$ cat src/rtl/flexbus_regbank.sv
`timescale 1ns/1ps
`default_nettype none
// ============================================================================
// Module      : flexbus_regbank
// Description : FlexBus slave register bank. NREG read/write control words
//               and NSTAT read-only status words behind a base/mask address
//               decode, with programmable wait states before FB_TA_n and a
//               one-cycle write strobe per register.
//               Optional byte-lane writes: define FLEXBUS_REGBANK_BE_EN to add
//               the FB_BE_n input (active-low lane enables).
// Revision    : 1.0 - initial release
// ============================================================================
module flexbus_regbank #(
    parameter logic [31:0] FB_BASE   = 32'h6000_0000,
    parameter logic [31:0] BASE_MASK = 32'hF000_0000,
    parameter int          NREG      = 8,
    parameter int          NSTAT     = 2,
    parameter int          WAIT_CYC  = 1,
    parameter logic [31:0] REG_RST   = 32'h0000_0000
) (
    input  logic                                   FB_CLK,
    input  logic                                   RST,
    input  logic                                   FB_ALE,
    input  logic                                   FB_CS,
    input  logic                                   FB_RW,
    input  logic [31:0]                            FB_AD_I,
`ifdef FLEXBUS_REGBANK_BE_EN
    input  logic [3:0]                             FB_BE_n,
`endif
    input  logic [((NSTAT > 0) ? NSTAT : 1)*32-1:0] STAT_Din,
    output logic [31:0]                            FB_AD_O,
    output logic                                   FB_AD_OE,
    output logic                                   FB_TA_n,
    output logic [NREG*32-1:0]                     REG_Qout,
    output logic [NREG-1:0]                        REG_WSTB
);

    localparam logic [1:0] S_IDLE = 2'd0;
    localparam logic [1:0] S_ADDR = 2'd1;
    localparam logic [1:0] S_WAIT = 2'd2;
    localparam logic [1:0] S_ACK  = 2'd3;

    localparam logic [3:0] c_wait = 4'(WAIT_CYC);

    logic [1:0]  r_state;
    logic [1:0]  w_state_nxt;
    logic [29:0] r_idx;
    logic        r_rw;
    logic [3:0]  r_cnt;
    logic [31:0] r_rdata;

    logic        w_hit;
    logic [29:0] w_idx;
    logic        w_rw_eff;
    logic        w_load_rd;
    logic        w_commit;
    logic [31:0] w_bmask;
    logic [31:0] w_rdata;

    // Address decode of whatever is currently on the pad
    assign w_hit = (((FB_AD_I ^ FB_BASE) & BASE_MASK) == 32'h0);
    assign w_idx = 30'((FB_AD_I & ~BASE_MASK) >> 2);

    // Direction is only latched on leaving ADDR, so use the live pin then
`ifdef FLEXBUS_REGBANK_BE_EN
    assign w_bmask = {{8{~FB_BE_n[3]}}, {8{~FB_BE_n[2]}},
                      {8{~FB_BE_n[1]}}, {8{~FB_BE_n[0]}}};
`else
    assign w_bmask = 32'hFFFF_FFFF;
`endif
    assign w_rw_eff  = (r_state == S_ADDR) ? FB_RW : r_rw;
    assign w_load_rd = (r_state != S_ACK) && (w_state_nxt == S_ACK) && w_rw_eff;
    // A write lands only when the ACK cycle completes without abort/restart
    assign w_commit  = (r_state == S_ACK) && !r_rw && !FB_ALE && !FB_CS &&
                       (w_bmask != 32'h0);

    // State register
    always_ff @(posedge FB_CLK) begin
        if (RST) begin
            r_state <= S_IDLE;
        end else begin
            r_state <= w_state_nxt;
        end
    end

    // Next-state logic; a new address phase always wins over the current one
    always_comb begin
        w_state_nxt = r_state;
        case (r_state)
            S_IDLE: begin
                if (FB_ALE && w_hit) begin
                    w_state_nxt = S_ADDR;
                end
            end
            S_ADDR: begin
                if (FB_ALE) begin
                    w_state_nxt = w_hit ? S_ADDR : S_IDLE;
                end else if (!FB_CS) begin
                    w_state_nxt = (c_wait == 4'd0) ? S_ACK : S_WAIT;
                end
            end
            S_WAIT: begin
                if (FB_ALE) begin
                    w_state_nxt = w_hit ? S_ADDR : S_IDLE;
                end else if (FB_CS) begin
                    w_state_nxt = S_IDLE;
                end else if (r_cnt == 4'd1) begin
                    w_state_nxt = S_ACK;
                end
            end
            S_ACK: begin
                if (FB_ALE && w_hit) begin
                    w_state_nxt = S_ADDR;
                end else begin
                    w_state_nxt = S_IDLE;
                end
            end
            default: w_state_nxt = S_IDLE;
        endcase
    end

    // Bus outputs derived from the current state
    always_comb begin
        FB_TA_n  = 1'b1;
        FB_AD_OE = 1'b0;
        if (r_state == S_ACK) begin
            FB_TA_n  = 1'b0;
            FB_AD_OE = r_rw;
        end
    end

    // Read source select: RW register, status word, or zero when unmapped
    always_comb begin
        w_rdata = 32'h0;
        for (int i = 0; i < NREG; i++) begin
            if (r_idx == 30'(i)) begin
                w_rdata = REG_Qout[32*i +: 32];
            end
        end
        for (int s = 0; s < NSTAT; s++) begin
            if (r_idx == 30'(NREG + s)) begin
                w_rdata = STAT_Din[32*s +: 32];
            end
        end
    end

    // Address/direction latch, wait counter and read data register
    always_ff @(posedge FB_CLK) begin
        if (RST) begin
            r_idx   <= '0;
            r_rw    <= 1'b0;
            r_cnt   <= 4'd0;
            r_rdata <= 32'h0;
        end else begin
            if (FB_ALE && w_hit) begin
                r_idx <= w_idx;
            end
            if ((r_state == S_ADDR) && !FB_ALE && !FB_CS) begin
                r_rw  <= FB_RW;
                r_cnt <= c_wait;
            end else if (r_state == S_WAIT) begin
                r_cnt <= r_cnt - 4'd1;
            end
            if (w_load_rd) begin
                r_rdata <= w_rdata;
            end
        end
    end

    assign FB_AD_O = r_rdata;

    // One storage word and strobe per RW register
    for (genvar gi = 0; gi < NREG; gi++) begin : g_reg
        logic [31:0] r_q;
        logic        r_stb;
        logic        w_sel;

        assign w_sel = w_commit && (r_idx == 30'(gi));

        // Merge enabled lanes of the bus data into the register on commit
        always_ff @(posedge FB_CLK) begin
            if (RST) begin
                r_q   <= REG_RST;
                r_stb <= 1'b0;
            end else begin
                r_stb <= w_sel;
                if (w_sel) begin
                    r_q <= (r_q & ~w_bmask) | (FB_AD_I & w_bmask);
                end
            end
        end

        assign REG_Qout[32*gi +: 32] = r_q;
        assign REG_WSTB[gi]          = r_stb;
    end

endmodule
`default_nettype wire
$ cat config.mk
export PLATFORM = sky130hd
export DESIGN_NAME = flexbus_regbank
export DESIGN_NICKNAME = d
export VERILOG_FILES = /design/src/rtl/flexbus_regbank.sv
export SDC_FILE = /design/constraint.sdc
export NUM_CORES = 1
export LEC_CHECK = 0
export ABC_AREA = 1
export CORE_UTILIZATION = 30
export CTS_CLUSTER_SIZE = 40
export DETAILED_ROUTE_END_ITERATION = 10
export PLACE_DENSITY = 0.62
export SKIP_CTS_REPAIR_TIMING = 1
export SYNTH_ARGS = -nofsm -noshare
export SYNTH_HDL_FRONTEND = slang
export SYNTH_SLANG_ARGS = --single-unit
$ cat constraint.sdc
create_clock -name FB_CLK -period 5 [get_ports FB_CLK]
set_clock_uncertainty 0.15 [all_clocks]
set_input_delay 1 -clock FB_CLK [delete_from_list [all_inputs] [get_ports FB_CLK]]
set_output_delay 1 -clock FB_CLK [all_outputs]
set_load 0.01 [all_outputs]
* Word level (Yosys, flattened, before mapping)
Index checks and enable logic that the tools add are counted.
** Operators by class
- Add/sub/neg operators :: 1
- Equal/unequal tests :: 15
- Multiplexer cells :: 24
- Bitwise logic cells :: 1
- Reduce and logical (&&, ||, !) cells :: 24
** Operator list (count)
- two-way mux 32 bit :: 10
- == test 26 x 3 -> 1 bit (second input constant) :: 4
- == test 26 x 2 -> 1 bit (second input constant) :: 2
- == test 26 x 4 -> 1 bit (second input constant) :: 2
- zero test 32 bit :: 1
- zero test 30 bit :: 1
- == test 26 x 1 -> 1 bit (second input constant) :: 1
- logical AND 1 bit :: 16
- two-way mux 2 bit :: 6
- case mux 2 bit (4 select lines) :: 1
- two-way mux 1 bit :: 7
- == test 2 bit (second input constant) :: 3
- == test 4 x 1 -> 1 bit (second input constant) :: 1
- subtractor 4 x 1 -> 4 bit (second input constant) :: 1
- zero test 1 bit :: 3
- == test 2 x 1 -> 1 bit (second input constant) :: 1
- zero test 2 bit :: 1
- != test 2 bit (second input constant) :: 1
- NOT 2 bit :: 1
- nonzero test 2 bit :: 1
- OR reduction 2 bit :: 1
** Storage, ports and cells
- Register bits :: 329
- Input bits :: 101
- Logic and storage cells :: 87

* Depth between registers and ports, before layout
- Depth after elaboration :: 11
- Gate-level depth with buffers :: 15
- Mapped depth without buffers :: 14

* Least setup slack after synthesis
No wires, ideal clock.
- Path kind :: input to register
- From :: input port FB_AD_I[30]
- To :: register r_rdata[14] (netlist: FB_AD_O[14])
- Setup time :: 0.070 ns
- Data arrival time :: 2.272 ns
- Required time :: 4.780 ns
- Path slack :: 2.507 ns
- Cell stages on the path :: 10
- Cell sequence :: clkbuf_1 > nand4_1 > nor2_1 > a31oi_1 > nor2_1 > nand2_1 > inv_1 > buf_1 > nand2_1 > a21oi_1
** Between the ends
- Word-level cells in the longest chain between the ends :: 8
** Ends and longest elaborated chain
- start, declared :: line 26 : input logic [31:0] FB_AD_I,
- NOT 2 bit (no source line) (*)
- zero test 32 bit (*) :: line 61 : assign w_hit = (((FB_AD_I ^ FB_BASE) & BASE_MASK) == 32'h0);
- two-way mux 1 bit or logical AND 1 bit (tied branches)
- two-way mux 2 bit, or another cell as far along :: line 103 : if (FB_ALE) begin
- case mux 2 bit (4 select lines) (*) :: line 89 : case (r_state)
- == test 2 bit (*) :: line 72 : assign w_load_rd = (r_state != S_ACK) && (w_state_nxt == S_ACK) && w_rw_eff;
- logical AND 1 bit (*) (2 in series) :: line 72
- end signal, assigned :: line 165 : r_rdata <= w_rdata;
- end, declared :: line 50 : logic [31:0] r_rdata;
Mark *: on every way between the ends. The rest lies on a longest branch, timed or not.
A chain may end at the register's enable or synchronous reset.

* Worst setup path after layout
- From :: input port FB_CS
- To :: register g_reg[5].r_q[6]
** Between the ends
- Word-level cells in the longest chain between the ends :: 3
** Ends and longest elaborated chain
- start, declared :: line 24 : input logic FB_CS,
- zero test 1 bit :: line 74 : assign w_commit = (r_state == S_ACK) && !r_rw && !FB_ALE && !FB_CS &&
- logical AND 1 bit :: line 74
- logical AND 1 bit :: line 178 : assign w_sel = w_commit && (r_idx == 30'(gi));
- end signal, assigned :: line 188 : r_q <= (r_q & ~w_bmask) | (FB_AD_I & w_bmask);
- end, declared :: line 174 : logic [31:0] r_q;
No other way between the ends.

==> run summary <==
Total die area -> 0.05062 sq mm
Clock period minus worst slack -> 3.503 ns
Area growth syn-to-layout -> 37.99%
Flip-flop and latch count after synthesis -> 329
Number of synthesized flops with an enable pin -> 0
HPWL after detailed placement -> 46.65 mm
Vertical extent of the die -> 225.0 microns
Via total after detailed routing -> 15,530
Met1 Usage GRT -> 0.2878
Starting DRT DRC Count -> 1,301
Initial standard-cell utilization of the core -> 0.3047
HP Class -> reg2reg
Gate count after technology mapping -> 2,087
Kind of critical path -> in2reg
GRT Resource Usage Total -> 0.2448
Hold Violations, Final -> 0
DP Cell Count -> 3,020
Number of buffer cells added on primary ports -> 398
Maximum VDD drop -> 0.0001312 V
Pleak -> 0.007272 uW
Total clock sinks -> 329
Final-layout worst hold slack -> 0.3162 ns
Final max-slew violation count -> 0
Initial antenna violation count -> 0
RD Place Congestion -> 0.9024
Skew-Pair Late Insertion Delay -> 0.56 ns
Unrepaired setup endpoints after global routing -> no
Worst path required time -> 5.25 ns
Share of final-layout standard cells stronger than drive strength 1 -> 0.06631
Maximum buffer depth of the clock tree -> 3
CP Data Arrival Time -> 3.76 ns
Inserted Clock Buffers -> 40
Final routed wirelength across all metal layers -> 63.51 mm
Met3 demand-to-capacity share in global routing -> 0.04915
Worst r2r dst -> FB_AD_O[12]$_SDFFE_PP0P_
Power density relative to cell area -> 295.3 mW/mm^2
Post-DR wirelength/cell -> 20.54 microns
Worst slew pin tran -> 1.234 ns
Post-Synthesis Mean Instance Area -> 7.147 sq um
Count of nets after finishing -> 2,501
Overflow left after global routing -> 0
Start of the worst register-to-register path -> r_idx[4]$_SDFFE_PP0P_
Category of the worst setup path launch point -> input port
Final setup violation count -> 0
Vias in the first global route -> 14,630
Async SR Flop Fraction -> 0
Cell chosen for the clock root -> sky130_fd_sc_hd__clkbuf_16
Leading cell type in the layout, fill and taps excluded -> sky130_fd_sc_hd__clkdlybuf4s50_1
Share of the yosys chip area belonging to registers -> 0.4415
Hold-critical path depth -> 2
Origin of the worst min-delay path -> g_reg[2].r_q[12]$_SDFFE_PP0P_
Final non-filler cell total -> 3,092
Critical path endpoint category -> register
Area of the placeable core -> 0.04895 sq mm
Yosys synthesis warning count -> 0
Highest-utilization routing layer at the global route stage -> met2
Worst-case headroom to the max-slew limit -> 0.1762
Worst-path clk slew -> 0.06 ns
Diodes inserted -> 0
Antenna Nets Post-Route -> 0
Count of distinct cell types in the synthesized netlist -> 37
Prevailing post-synth register cell -> sky130_fd_sc_hd__dfxtp_1
Standard-cell row count -> 81
Terminating pin of the worst hold path -> g_reg[2].r_q[12]$_SDFFE_PP0P_
Highest clock rate -> 285.5 MHz
Via/cell ratio -> 5.022
Post-Syn Nets -> 2,190
Maximum number of pins on one net before global-route repair -> 92
Chip Width -> 225.0 microns
Max Cap Viol -> 0
Met2 routing resource usage after global routing -> 0.4325
Post-layout total power -> 6078 uW
Worst-case register-to-register setup slack -> 1.55 ns
Setup tns final -> 0 ns
Final period utilization -> 0.7006
H-tree lvl count -> 2
Worst-case reg-to-reg path depth -> 14
First-pass iteration count of the detailed router -> 5
Outcome -> finished, final reports clean
CTS tree -> done
Maximum net fanout on the critical path -> 64
Global-route wire length before repair -> 92.85 mm
Top library cells by usage in the layout, fill and taps aside -> 397 x sky130_fd_sc_hd__clkdlybuf4s50_1, 363 x sky130_fd_sc_hd__nand2_1, 329 x sky130_fd_sc_hd__dfxtp_1
DRC errors left -> 0
Synth Cell Area -> 0.01492 sq mm
IO Count -> 399
flip-flops by register name, indices dropped and copies added (netlist names):
register  cells
g.r_q       256
FB_AD_O      32
r_idx        26
g.r_stb       8
r_cnt         4
r_state       2
r_rw          1
layer usage:
layer	up-vias	part of all wire
li1	7494	-
met1	7306	0.39
met2	605	0.50
met3	123	0.068
met4	0	0.037
met5	-	0
cell type report:
class	count	area [sq um]
Multi-Input combinational cell	1352	6653
Tap cell	664	830.8
Fill cell	4985	28370
Timing Repair Buffer	428	4210
Clock inverter	12	173.9
Inverter	247	930.9
Sequential cell	329	6586
Clock buffer	60	1199
worst max-delay path by stage:
stage | start | endpoint | slack (ns)
after global placement | FB_CS | g_reg[5].r_q[10]$_SDFFE_PP0P_ | 1.07
after global routing | r_idx[17]$_SDFFE_PP0P_ | g_reg[5].r_q[2]$_SDFFE_PP0P_ | 1.23
after detailed placement | FB_CS | g_reg[5].r_q[3]$_SDFFE_PP0P_ | 1.00
final | FB_CS | g_reg[5].r_q[6]$_SDFFE_PP0P_ | 1.50
after floorplan | FB_AD_I[30] | FB_AD_O[14]$_SDFFE_PP0P_ | 2.51
after CTS | r_idx[4]$_SDFFE_PP0P_ | FB_AD_O[5]$_SDFFE_PP0P_ | 1.52
cell families after synthesis:
family | after synthesis | synth area share
fa+ha+maj | 2 | 0.001677
compound gates | 527 | 0.1992
flops | 329 | 0.4415
simple gates | 822 | 0.2429
xor+xnor | 1 | 0.0005873
buf+inv | 406 | 0.1141
synthesized netlist by cell type (2+ instances only):
master / count / area (sq um)
sky130_fd_sc_hd__nand2_2: 4 / 25.02
sky130_fd_sc_hd__a211oi_2: 20 / 250.2
sky130_fd_sc_hd__nor3_2: 3 / 30.03
sky130_fd_sc_hd__o21ai_0: 166 / 830.8
sky130_fd_sc_hd__buf_2: 42 / 210.2
sky130_fd_sc_hd__nor2_2: 5 / 31.28
sky130_fd_sc_hd__a21oi_1: 254 / 1271
sky130_fd_sc_hd__a211oi_1: 52 / 390.4
sky130_fd_sc_hd__buf_6: 7 / 78.83
sky130_fd_sc_hd__nor2_1: 224 / 840.8
sky130_fd_sc_hd__buf_4: 19 / 142.6
sky130_fd_sc_hd__nor4_1: 2 / 12.51
sky130_fd_sc_hd__nand2_4: 3 / 33.78
sky130_fd_sc_hd__nor3_1: 7 / 35.03
sky130_fd_sc_hd__nand4_1: 95 / 594.3
sky130_fd_sc_hd__dfxtp_1: 329 / 6586
sky130_fd_sc_hd__o21bai_1: 7 / 52.55
sky130_fd_sc_hd__buf_1: 4 / 15.01
sky130_fd_sc_hd__nand3_1: 102 / 510.5
sky130_fd_sc_hd__nand2_1: 365 / 1370
sky130_fd_sc_hd__inv_2: 6 / 22.52
sky130_fd_sc_hd__nor3_4: 3 / 48.80
sky130_fd_sc_hd__inv_1: 239 / 897.1
sky130_fd_sc_hd__a21oi_2: 9 / 78.83
sky130_fd_sc_hd__ha_1: 2 / 25.02
sky130_fd_sc_hd__clkbuf_1: 87 / 326.6
sky130_fd_sc_hd__nor2_4: 5 / 56.30
sky130_fd_sc_hd__o21ai_1: 17 / 85.08
power breakdown:
group	switching, uW	internal, uW
combinational	275	116
clock	1190	1860
sequential	3.76	2630
critical path, cell delays in order:
cell                              delay, ns
sky130_fd_sc_hd__clkdlybuf4s50_1       0.44
sky130_fd_sc_hd__nor2_1                0.13
sky130_fd_sc_hd__inv_1                 0.09
sky130_fd_sc_hd__nor3_4                0.28
sky130_fd_sc_hd__buf_4                 0.51
sky130_fd_sc_hd__nand2_2               0.75
sky130_fd_sc_hd__o21ai_0               0.46
sky130_fd_sc_hd__a21oi_1               0.07
per-stage QoR:
step	util	setup WS, ns	area [sq um]
2_1_floorplan	-	2.507	14920
3_3_place_gp	0.3925	1.066	19210
3_5_place_dp	0.3925	1.003	19210
4_1_cts	0.4205	1.523	20580
5_1_grt	0.4205	1.234	20580
6_report	0.4205	1.497	20580
Note: power is estimated with default switching activity, not from simulation.
